$ cat config.mk
export PLATFORM = sky130hd
export DESIGN_NAME = midi_note_rx
export DESIGN_NICKNAME = d
export VERILOG_FILES = /design/src/rtl/midi_pkg.sv /design/src/rtl/midi_uart_rx.sv /design/src/rtl/midi_note_rx.sv
export SDC_FILE = /design/constraint.sdc
export NUM_CORES = 1
export LEC_CHECK = 0
export CORE_MARGIN = 3
export CORE_UTILIZATION = 35
export CTS_CLUSTER_DIAMETER = 150
export DETAILED_ROUTE_END_ITERATION = 10
export PLACE_DENSITY = 0.61
export SETUP_SLACK_MARGIN = 0.1
export SYNTH_ARGS = -nofsm -noshare
export SYNTH_HDL_FRONTEND = slang
export SYNTH_SLANG_ARGS = --single-unit
$ cat constraint.sdc
create_clock -name clk -period 2.9 [get_ports clk]
set_input_delay 0.58 -clock clk [delete_from_list [all_inputs] [get_ports clk]]
set_output_delay 0.58 -clock clk [all_outputs]
set_load 0.05 [all_outputs]
$ cat src/rtl/midi_pkg.sv
// midi_pkg
// Shared constants and types for the MIDI note receiver.
//   NOTE_OFF / NOTE_ON : upper nibble of the channel voice status bytes we decode
//   SYS_MIN / RT_MIN   : lower bounds of the system-common and realtime byte ranges
//   uart_state_t       : serial receiver FSM states
//   run_status_t       : parser running-status
//   vel_to_amp()       : 7-bit velocity to 10-bit synth amplitude
package midi_pkg;

    localparam logic [3:0] NOTE_OFF = 4'h8;
    localparam logic [3:0] NOTE_ON  = 4'h9;
    localparam logic [7:0] SYS_MIN  = 8'hF0;
    localparam logic [7:0] RT_MIN   = 8'hF8;

    typedef enum logic [1:0] {
        IDLE,
        START,
        DATA,
        STOP
    } uart_state_t;

    typedef enum logic [1:0] {
        NONE,
        OFF,
        ON,
        IGNORE
    } run_status_t;

    // Replicating the top velocity bits into the new LSBs maps 127 to full
    // scale (1023) while keeping 1 -> 8 and 64 -> 516.
    function automatic logic [9:0] vel_to_amp(input logic [6:0] vel);
        return {vel, vel[6:4]};
    endfunction

endpackage

$ cat src/rtl/midi_uart_rx.sv
// midi_uart_rx
// 8N1 serial byte receiver for the MIDI line.
//   clk        : system clock
//   rst        : asynchronous active-high reset
//   midi_in    : raw serial line, idle high, asynchronous to clk
//   rx_byte    : last received byte, valid while byte_valid is high
//   byte_valid : one-cycle pulse when a byte with a good stop bit arrives
//   frame_err  : one-cycle pulse when the stop bit is sampled low
module midi_uart_rx
    import midi_pkg::*;
#(
    parameter int CLKSPEED = 48_000_000,
    parameter int BAUD     = 31250
) (
    input  logic       clk,
    input  logic       rst,
    input  logic       midi_in,
    output logic [7:0] rx_byte,
    output logic       byte_valid,
    output logic       frame_err
);

    localparam int DIV = CLKSPEED / BAUD;
    localparam int CW  = $clog2(DIV);
    // The timer counts down to zero, so loads are one less than the interval.
    localparam logic [CW-1:0] FULL_LOAD = CW'(DIV - 1);
    localparam logic [CW-1:0] HALF_LOAD = CW'(DIV / 2 - 1);

    logic        midi_p0;
    logic        midi_p1;
    logic        midi_p2;
    uart_state_t state;
    logic [CW-1:0] cnt;
    logic [2:0]  bit_idx;
    logic [7:0]  shift;
    logic        cnt_end;

    assign cnt_end = (cnt == '0);

    // Stage p0/p1: two-flop synchroniser; p2 holds the previous synchronised
    // level for falling-edge detection.
    always_ff @(posedge clk or posedge rst) begin
        if (rst) begin
            midi_p0    <= 1'b1;
            midi_p1    <= 1'b1;
            midi_p2    <= 1'b1;
            state      <= IDLE;
            cnt        <= '0;
            bit_idx    <= '0;
            byte_valid <= 1'b0;
            frame_err  <= 1'b0;
        end else begin
            midi_p0    <= midi_in;
            midi_p1    <= midi_p0;
            midi_p2    <= midi_p1;
            byte_valid <= 1'b0;
            frame_err  <= 1'b0;

            case (state)
                IDLE: begin
                    if (midi_p2 && !midi_p1) begin
                        state <= START;
                        cnt   <= HALF_LOAD;
                    end
                end
                START: begin
                    if (cnt_end) begin
                        // A line that is high again at mid start bit was a glitch.
                        if (midi_p1) begin
                            state <= IDLE;
                        end else begin
                            state   <= DATA;
                            cnt     <= FULL_LOAD;
                            bit_idx <= '0;
                        end
                    end else begin
                        cnt <= cnt - CW'(1);
                    end
                end
                DATA: begin
                    if (cnt_end) begin
                        cnt     <= FULL_LOAD;
                        bit_idx <= bit_idx + 3'd1;
                        if (bit_idx == 3'd7) begin
                            state <= STOP;
                        end
                    end else begin
                        cnt <= cnt - CW'(1);
                    end
                end
                STOP: begin
                    if (cnt_end) begin
                        // Back to IDLE right at the sample point so a start bit
                        // immediately after the stop bit is not missed.
                        state <= IDLE;
                        if (midi_p1) begin
                            byte_valid <= 1'b1;
                        end else begin
                            frame_err <= 1'b1;
                        end
                    end else begin
                        cnt <= cnt - CW'(1);
                    end
                end
                default: state <= IDLE;
            endcase
        end
    end

    // Data path: LSB-first shift register and byte output, no reset needed
    // because byte_valid qualifies them.
    always_ff @(posedge clk) begin
        if (state == DATA && cnt_end) begin
            shift <= {midi_p1, shift[7:1]};
        end
        if (state == STOP && cnt_end && midi_p1) begin
            rx_byte <= shift;
        end
    end

endmodule

$ cat src/rtl/midi_note_rx.sv
// midi_note_rx
// MIDI Note-On/Note-Off decoder driving a single synth voice with
// last-note priority and running status.
//   clk       : system clock
//   rst       : asynchronous active-high reset
//   midi_in   : raw MIDI serial line, idle high
//   gate      : high while a note is held
//   note      : current MIDI note number
//   amp       : velocity-derived amplitude
//   retrig    : one-cycle pulse on every accepted Note-On
//   frame_err : one-cycle pulse when a stop bit is sampled low
module midi_note_rx
    import midi_pkg::*;
#(
    parameter int CLKSPEED = 48_000_000,
    parameter int BAUD     = 31250,
    parameter int CHANNEL  = 0,
    parameter bit OMNI     = 1'b0
) (
    input  logic       clk,
    input  logic       rst,
    input  logic       midi_in,
    output logic       gate,
    output logic [6:0] note,
    output logic [9:0] amp,
    output logic       retrig,
    output logic       frame_err
);

    localparam logic [3:0] CHAN = 4'(CHANNEL);

    logic [7:0]  rx_byte;
    logic        byte_valid;
    run_status_t run_st;
    logic        want_vel;
    logic [6:0]  key_p0;
    logic        chan_ok;
    logic        voice_st;
    logic        is_data;

    midi_uart_rx #(
        .CLKSPEED (CLKSPEED),
        .BAUD     (BAUD)
    ) u_uart (
        .clk        (clk),
        .rst        (rst),
        .midi_in    (midi_in),
        .rx_byte    (rx_byte),
        .byte_valid (byte_valid),
        .frame_err  (frame_err)
    );

    assign chan_ok  = OMNI || (rx_byte[3:0] == CHAN);
    assign voice_st = (run_st == ON) || (run_st == OFF);
    assign is_data  = !rx_byte[7];

    // Stage p0: the key byte is held until its velocity arrives.
    always_ff @(posedge clk) begin
        if (byte_valid && is_data && voice_st && !want_vel) begin
            key_p0 <= rx_byte[6:0];
        end
    end

    // Stage p1: parser state and registered voice outputs.
    always_ff @(posedge clk or posedge rst) begin
        if (rst) begin
            run_st   <= NONE;
            want_vel <= 1'b0;
            gate     <= 1'b0;
            note     <= '0;
            amp      <= '0;
            retrig   <= 1'b0;
        end else begin
            retrig <= 1'b0;
            if (byte_valid) begin
                if (rx_byte >= RT_MIN) begin
                    // Realtime bytes may land anywhere and leave parsing untouched.
                    run_st <= run_st;
                end else if (rx_byte >= SYS_MIN) begin
                    run_st   <= NONE;
                    want_vel <= 1'b0;
                end else if (!is_data) begin
                    want_vel <= 1'b0;
                    if (chan_ok && rx_byte[7:4] == NOTE_ON) begin
                        run_st <= ON;
                    end else if (chan_ok && rx_byte[7:4] == NOTE_OFF) begin
                        run_st <= OFF;
                    end else begin
                        run_st <= IGNORE;
                    end
                end else if (voice_st) begin
                    if (!want_vel) begin
                        want_vel <= 1'b1;
                    end else begin
                        want_vel <= 1'b0;
                        if (run_st == ON && rx_byte[6:0] != 7'd0) begin
                            note   <= key_p0;
                            amp    <= vel_to_amp(rx_byte[6:0]);
                            gate   <= 1'b1;
                            retrig <= 1'b1;
                        end else if (gate && key_p0 == note) begin
                            // Only the sounding note can release the voice.
                            gate <= 1'b0;
                            amp  <= '0;
                        end
                    end
                end
            end
        end
    end

endmodule

==> results.yml, run 1 <==
clock_network:
  cts-htree-levels: 3
  cts_tree: "yes"
  clk_path_buf_depth: 2
  cts_made_buffers: 9
  clkLatencyLatePin_ns: 0.35
  cts.sinks: 63
  clkTransAtPathRegs_ns: 0.08
  ctsHoldBuffers: 0
  cts_setup_buffers: 0
  root_buffer: "clkbuf_8"
  cts.repair.resized: 0
global_route:
  grt_use_total_pct: 12.3
  grt_max_degree: 41
  gr-total-overflow: 0
  antenna_found_initial: 0
  grt_first_pass_wirelength_mm: 9.49
  first_global_vias: 1915
worst_setup_path:
  cp_max_fo: 14
  critPathLaunch: "u_uart.cnt[0]$_DFFE_PP0P_"
  crit_path_end_kind: "flop"
  startpoint_type: "flop"
  worstSetupPathType: "flop to flop"
  arrival_ns: 2.68
  critPathRequiredTime_ns: 3.18
  worstReg2RegStart: "u_uart.cnt[0]$_DFFE_PP0P_"
sta:
  setup-violations-final: 0
  finalSetupTns_ns: 0
  slew_headroom_pct: 50.9
  fmax_mhz: 417
  period_share_pct: 82.7
  drv_slew: 0
  max_slew.worst_pin.slew_ns: 0.728
  skew_ns: 0.00849
  period_needed_ns: 2.40
  rsz0062_at_grt: "no"
  finalHoldViolCount: 0
power:
  power_density_nw_per_um2: 830
  p_leak_uw: 0.00139
  ir_worst_vdd_v: 0.000528
run:
  cap_violations: 0
place:
  dp.cells: 369
  io_buffers: 22
  gp_congestion: 0.800
  hpwl_mm: 3.95
synth:
  synth_nets: 263
  async_flop_share_pct: 63.5
  yosys_warnings: 0
  synth_edf_count: 23
  syn_area_per_cell_um2: 11.9
  synthCells: 251
  ys_ff_latch: 63
  synth-seq-area-share_pct: 56.7
  synth_area_um2: 2990
  synth_top_area_share_pct: 31.0
  netlist-cell-type-count: 46
  synth_top_cell_by_area: "dfrtp_1"
  ys_dominant_reg_cell: "dfrtp_1"
  synth_area_leaders: "dfrtp_1 31%, edfxtp_1 23%, ha_1 3.8%, mux2_2 3.0%, dfstp_2 2.6%"
routing:
  wirelength_mm: 5.62
  vias: 2006
  dr.pass1.iters: 4
  routed.top_layer: "met4"
  wl_met1_mm: 2.66
  met3_length_um: 250
  avgRoutedWirePerCell_um: 14.6
  viasPerCell: 5.21
  routed-wl-met2_mm: 2.65
  drtIter0Drc: 86
  drcViolationCount: 0
  ant_nets: 0
floorplanning:
  pin_count: 23
  core_area_um2: 8260
  row_count: 33
  initial_core_util_pct: 36.2
  die_area_um2: 9690
  fp.dieH_um: 98.4
  die_width_um: 98.4
min_path:
  min_path_type: "flop to flop"
  min_from: "u_uart.midi_p0$_DFF_PP1_"
finish:
  antennaDiodeCount: 0
  layout_commonest_cell: "dfrtp_1"
  drive_gt1_share_pct: 16.1
  area_growth_pct: 17.2
  finalNonFillerCells: 385
  nFillCells: 783
  layout_common_cells: "37 x dfrtp_1, 23 x edfxtp_1, 22 x clkdlybuf4s50_1"
  nets: 287
run_status:
  status: "complete, no violations"
==> stage by stage <==
step	util (%)	hold slack, ns	setup WS [ns]	power, µW	area [µm²]
global placement	40.0	0.346	0.612	2130	3300
detailed placement	40.0	0.350	0.547	2170	3300
global route	42.4	0.369	0.330	3110	3500
finish	42.4	0.360	0.502	2910	3500
CTS	42.4	0.361	0.522	2930	3500
floorplan	-	0.345	0.502	1970	2990
==> cell usage after synthesis, types with 2 or more instances <==
| cell | count |
|---|---|
| dfrtp_1 | 37 |
| edfxtp_1 | 23 |
| inv_1 | 19 |
| nor2_1 | 13 |
| o21ai_0 | 12 |
| a21oi_1 | 9 |
| ha_1 | 9 |
| a22oi_1 | 8 |
| mux2_2 | 8 |
| nand2_1 | 8 |
| or3_1 | 8 |
| o221a_2 | 7 |
| xnor2_1 | 7 |
| and3_1 | 6 |
| clkbuf_1 | 6 |
| mux2i_1 | 6 |
| nor3_1 | 6 |
| nand3_1 | 5 |
| and2_1 | 4 |
| buf_2 | 4 |
| buf_4 | 4 |
| nand4_1 | 4 |
| nor4_1 | 4 |
| dfstp_2 | 3 |
| nor3b_1 | 3 |
| o2bb2ai_1 | 3 |
| nand2b_1 | 2 |
| o2111ai_1 | 2 |
| o211ai_1 | 2 |
| o22a_1 | 2 |
| o31ai_1 | 2 |
==> path summary, 6_finish.rpt <==
path                                             end  slack (ns)  depth (start not counted)
max reg2reg                u_uart.cnt[7]$_DFFE_PP0P_        0.50                          6
min in group asynchronous        note[1]$_DFFE_PP0P_        0.66                          3
min                         u_uart.midi_p1$_DFF_PP1_        0.36                          0
min reg2reg                 u_uart.midi_p1$_DFF_PP1_        0.36                          0
max                        u_uart.cnt[7]$_DFFE_PP0P_        0.50                          6
max in group asynchronous   u_uart.midi_p1$_DFF_PP1_        1.85                          3
==> layer usage <==
| layer | vias up | track usage, % |
|---|---|---|
| met1 | 977 | 15.9 |
| met5 | - | 0 |
| met3 | 9 | 4.95 |
| met2 | 43 | 19.1 |
| met4 | 0 | 3.57 |
| li1 | 977 | - |
==> flip-flops by register name, indices dropped and copies added, names as in the netlist, named ones only <==
name / count
u_uart.cnt: 11
run_st: 2
u_uart.midi_p2: 1
u_uart.state: 1
u_uart.byte_valid: 1
u_uart.shift: 8
amp: 7
retrig: 1
u_uart.frame_err: 1
want_vel: 1
u_uart.rx_byte: 8
gate: 1
key_p0: 7
note: 7
u_uart.midi_p0: 1
u_uart.midi_p1: 1
u_uart.bit_idx: 3
==> where the power goes <==
| part | internal [µW] | total [µW] | switching [µW] |
|---|---|---|---|
| combinational | 439 | 1010 | 568 |
| sequential | 1020 | 1150 | 127 |
| clock | 372 | 752 | 380 |
==> critical path, stage by stage (launching register included) <==
cell     delay [ns]
dfrtp_1        0.42
inv_1          0.10
ha_1           0.15
or4b_1         0.59
o41ai_4        0.71
or3_1          0.21
o221a_2        0.16
==> area by class of cell <==
cell class	count	area [µm²]	area share, %
Timing Repair Buffer	28	265	7.57
Inverter	19	71.3	2.04
Multi-Input combinational cell	154	1140	32.5
Tap cell	105	131	3.75
Clock buffer	10	149	4.25
Clock inverter	6	51.3	1.46
Sequential cell	63	1700	48.4
==> logic make-up (layout without fill, tap and decap cells) <==
kind of cell / Yosys count / count (layout) / share of synthesized area (%)
AOI/OAI and AO/OA: 55 / 55 / 14.4
buffers and inverters: 34 / 63 / 5.19
muxes: 14 / 14 / 5.02
DFF: 63 / 63 / 56.7
adders and majority gates: 9 / 9 / 3.77
and+or+nand+nor: 69 / 69 / 12.9
xor gates and xnor gates: 7 / 7 / 2.05
No activity file was read; power rests on OpenSTA's default activity.
==> run 2: changes to the inputs <==
==> constraint.sdc (replaced) <==
create_clock -name clk -period 2.25 [get_ports clk]
set_input_delay 0.45 -clock clk [delete_from_list [all_inputs] [get_ports clk]]
set_output_delay 0.45 -clock clk [all_outputs]
set_load 0.05 [all_outputs]
==> run 2 against run 1 <==
Net effect:
- wire length up 1.3%
- combinational power up 53%
- critical endpoint is now u_uart.cnt[3]$_DFFE_PP0P_
- clock skew grew 0.0031 ns
==> results.yml, run 2 (synthesized netlist as in run 1, its figures left out) <==
run_status:
  status: "complete, no violations"
clock_network:
  cts_tree: "yes"
  cts.sinks: 63
  clkTransAtPathRegs_ns: 0.07
  clk_path_buf_depth: 2
  root_buffer: "clkbuf_8"
  ctsHoldBuffers: 0
  clkLatencyLatePin_ns: 0.35
  cts_made_buffers: 9
  cts-htree-levels: 3
worst_setup_path:
  arrival_ns: 2.35
  regToRegSetupSlack_ns: 0.19
  crit_path_end_kind: "flop"
  worstSetupPathType: "flop to flop"
  crit_buf_inv: 3
  cp_max_fo: 7
  critical-path-top-delay-family: "simple AND/OR/NAND/NOR gates"
  r2r-end: "u_uart.cnt[3]$_DFFE_PP0P_"
  critical-path-max-stage-delay_ns: 0.48
  crit_chain: "inv_1 -> ha_1 -> or4b_4 -> buf_4 -> o41ai_4 -> buf_6 -> or3_1 -> o221a_2"
  startpoint_type: "flop"
  critPathRequiredTime_ns: 2.54
  worstReg2RegStart: "u_uart.cnt[1]$_DFFE_PP0P_"
  slowest_stage: "or4b_4"
  reg2regPathDepth: 8
finish:
  finalNonFillerCells: 397
  fin_util_pct: 44.3
  final_cell_area_um2: 3650
  multi_input_area_um2: 1180
  top_regs: "u_uart.cnt: 11 flops, u_uart.rx_byte: 8 flops, u_uart.shift: 8 flops"
  largest_reg_flops: 11
  regArea_um2: 1700
  drive_gt1_share_pct: 21.6
  area_growth_pct: 22.3
  layout_commonest_cell: "dfrtp_1"
  antennaDiodeCount: 0
  top_register: "u_uart.cnt"
  nFillCells: 777
  nets: 299
  layout_common_cells: "37 x dfrtp_1, 23 x edfxtp_1, 22 x clkdlybuf4s50_1"
routing:
  drtIter0Drc: 140
  dr.pass1.iters: 4
  viasPerCell: 5.22
  vias: 2072
  drcViolationCount: 0
  ant_nets: 0
  avgRoutedWirePerCell_um: 14.3
  wirelength_mm: 5.69
floorplanning:
  initial_core_util_pct: 36.2
  fp.dieH_um: 98.4
  core_area_um2: 8260
  pin_count: 23
  die_area_um2: 9690
  die_width_um: 98.4
  row_count: 33
place:
  io_buffers: 22
  gp_congestion: 0.808
  hpwl_mm: 3.92
  dp.cells: 380
  post_dp_cell_area_um2: 3410
power:
  swShare_pct: 35.4
  p_seq_share_pct: 35.6
  clkPwrFrac_pct: 26.5
  power_density_nw_per_um2: 1110
  p_switching_uw: 1440
  internal_power_uw: 2630
  power_frac_comb_pct: 38.0
  p_leak_uw: 0.00146
  ir_worst_vdd_v: 0.000598
sta:
  slew_headroom_pct: 49.3
  max_slew.worst_pin.slew_ns: 0.753
  fmax_mhz: 484
  period_needed_ns: 2.06
  period_share_pct: 91.8
  finalHoldViolCount: 0
  rsz0062_at_grt: "no"
  setup-violations-final: 0
  drv_slew: 0
  skew_ns: 0.0116
  finalSetupTns_ns: 0
run:
  cap_violations: 0
min_path:
  hold_depth: 0
  min_path_type: "flop to flop"
  min_to: "u_uart.midi_p1$_DFF_PP1_"
  min_from: "u_uart.midi_p0$_DFF_PP1_"
global_route:
  antenna_found_initial: 0
  grt_max_degree: 41
  grt_use_total_pct: 12.6
  first_global_vias: 2012
  grt_first_pass_wirelength_mm: 9.78
  gr-total-overflow: 0
run 2: routing by layer:
layer	vias up	part of all wire, %	GRT usage [%]
met5	-	0	0
met1	1011	48	17.2
met4	0	1.1	4.41
met2	47	46	18.9
met3	11	5.0	4.32
li1	1003	-	-
run 2: per-stage QoR:
step	power (µW)	setup slack, ns	hold WS (ns)
after floorplan	2550	0.102	0.345
after global placement	2910	0.158	0.347
after detailed placement	2950	0.0876	0.347
after CTS	4080	0.106	0.359
after global routing	4370	0.106	0.372
final	4070	0.185	0.357
run 2: final cells by class:
cell class,count,share of cell area [%]
timing repair buffer,40,9.83
inverter,19,1.95
tap,105,3.59
clock inverter,6,1.95
clock buffer,10,4.07
sequential,63,46.4
multi-input combinational,154,32.2
run 2: how the worst max path moves through the flow:
| stage | endpoint | from | cells past startpoint | slack [ns] |
|---|---|---|---|---|
| floorplan | note[0]$_DFFE_PP0P_ | run_st[0]$_DFFE_PP0P_ | 7 | 0.10 |
| global placement | u_uart.rx_byte[0]$_DFFE_PP_ | u_uart.cnt[1]$_DFFE_PP0P_ | 6 | 0.16 |
| detailed placement | u_uart.cnt[3]$_DFFE_PP0P_ | u_uart.cnt[1]$_DFFE_PP0P_ | 8 | 0.09 |
| CTS | u_uart.rx_byte[4]$_DFFE_PP_ | u_uart.cnt[1]$_DFFE_PP0P_ | 6 | 0.11 |
| global route | u_uart.cnt[3]$_DFFE_PP0P_ | u_uart.cnt[1]$_DFFE_PP0P_ | 8 | 0.11 |
| finish | u_uart.cnt[3]$_DFFE_PP0P_ | u_uart.cnt[1]$_DFFE_PP0P_ | 8 | 0.19 |
run 2: what timing repair did:
action	CTS	global route
gates resized for setup	2	4
pin swaps	1	0
gates cloned	1	0
endpoints found under the setup margin	6	18
buffers inserted	0	0
run 2: power by group through the flow:
| stage | combinational, µW | sequential, µW | clock [µW] |
|---|---|---|---|
| floorplan | 1100 | 1440 | 0 |
| global placement | 1440 | 1460 | 0 |
| detailed placement | 1480 | 1470 | 0 |
| CTS | 1520 | 1440 | 1120 |
| global route | 1730 | 1470 | 1170 |
| finish | 1550 | 1450 | 1080 |
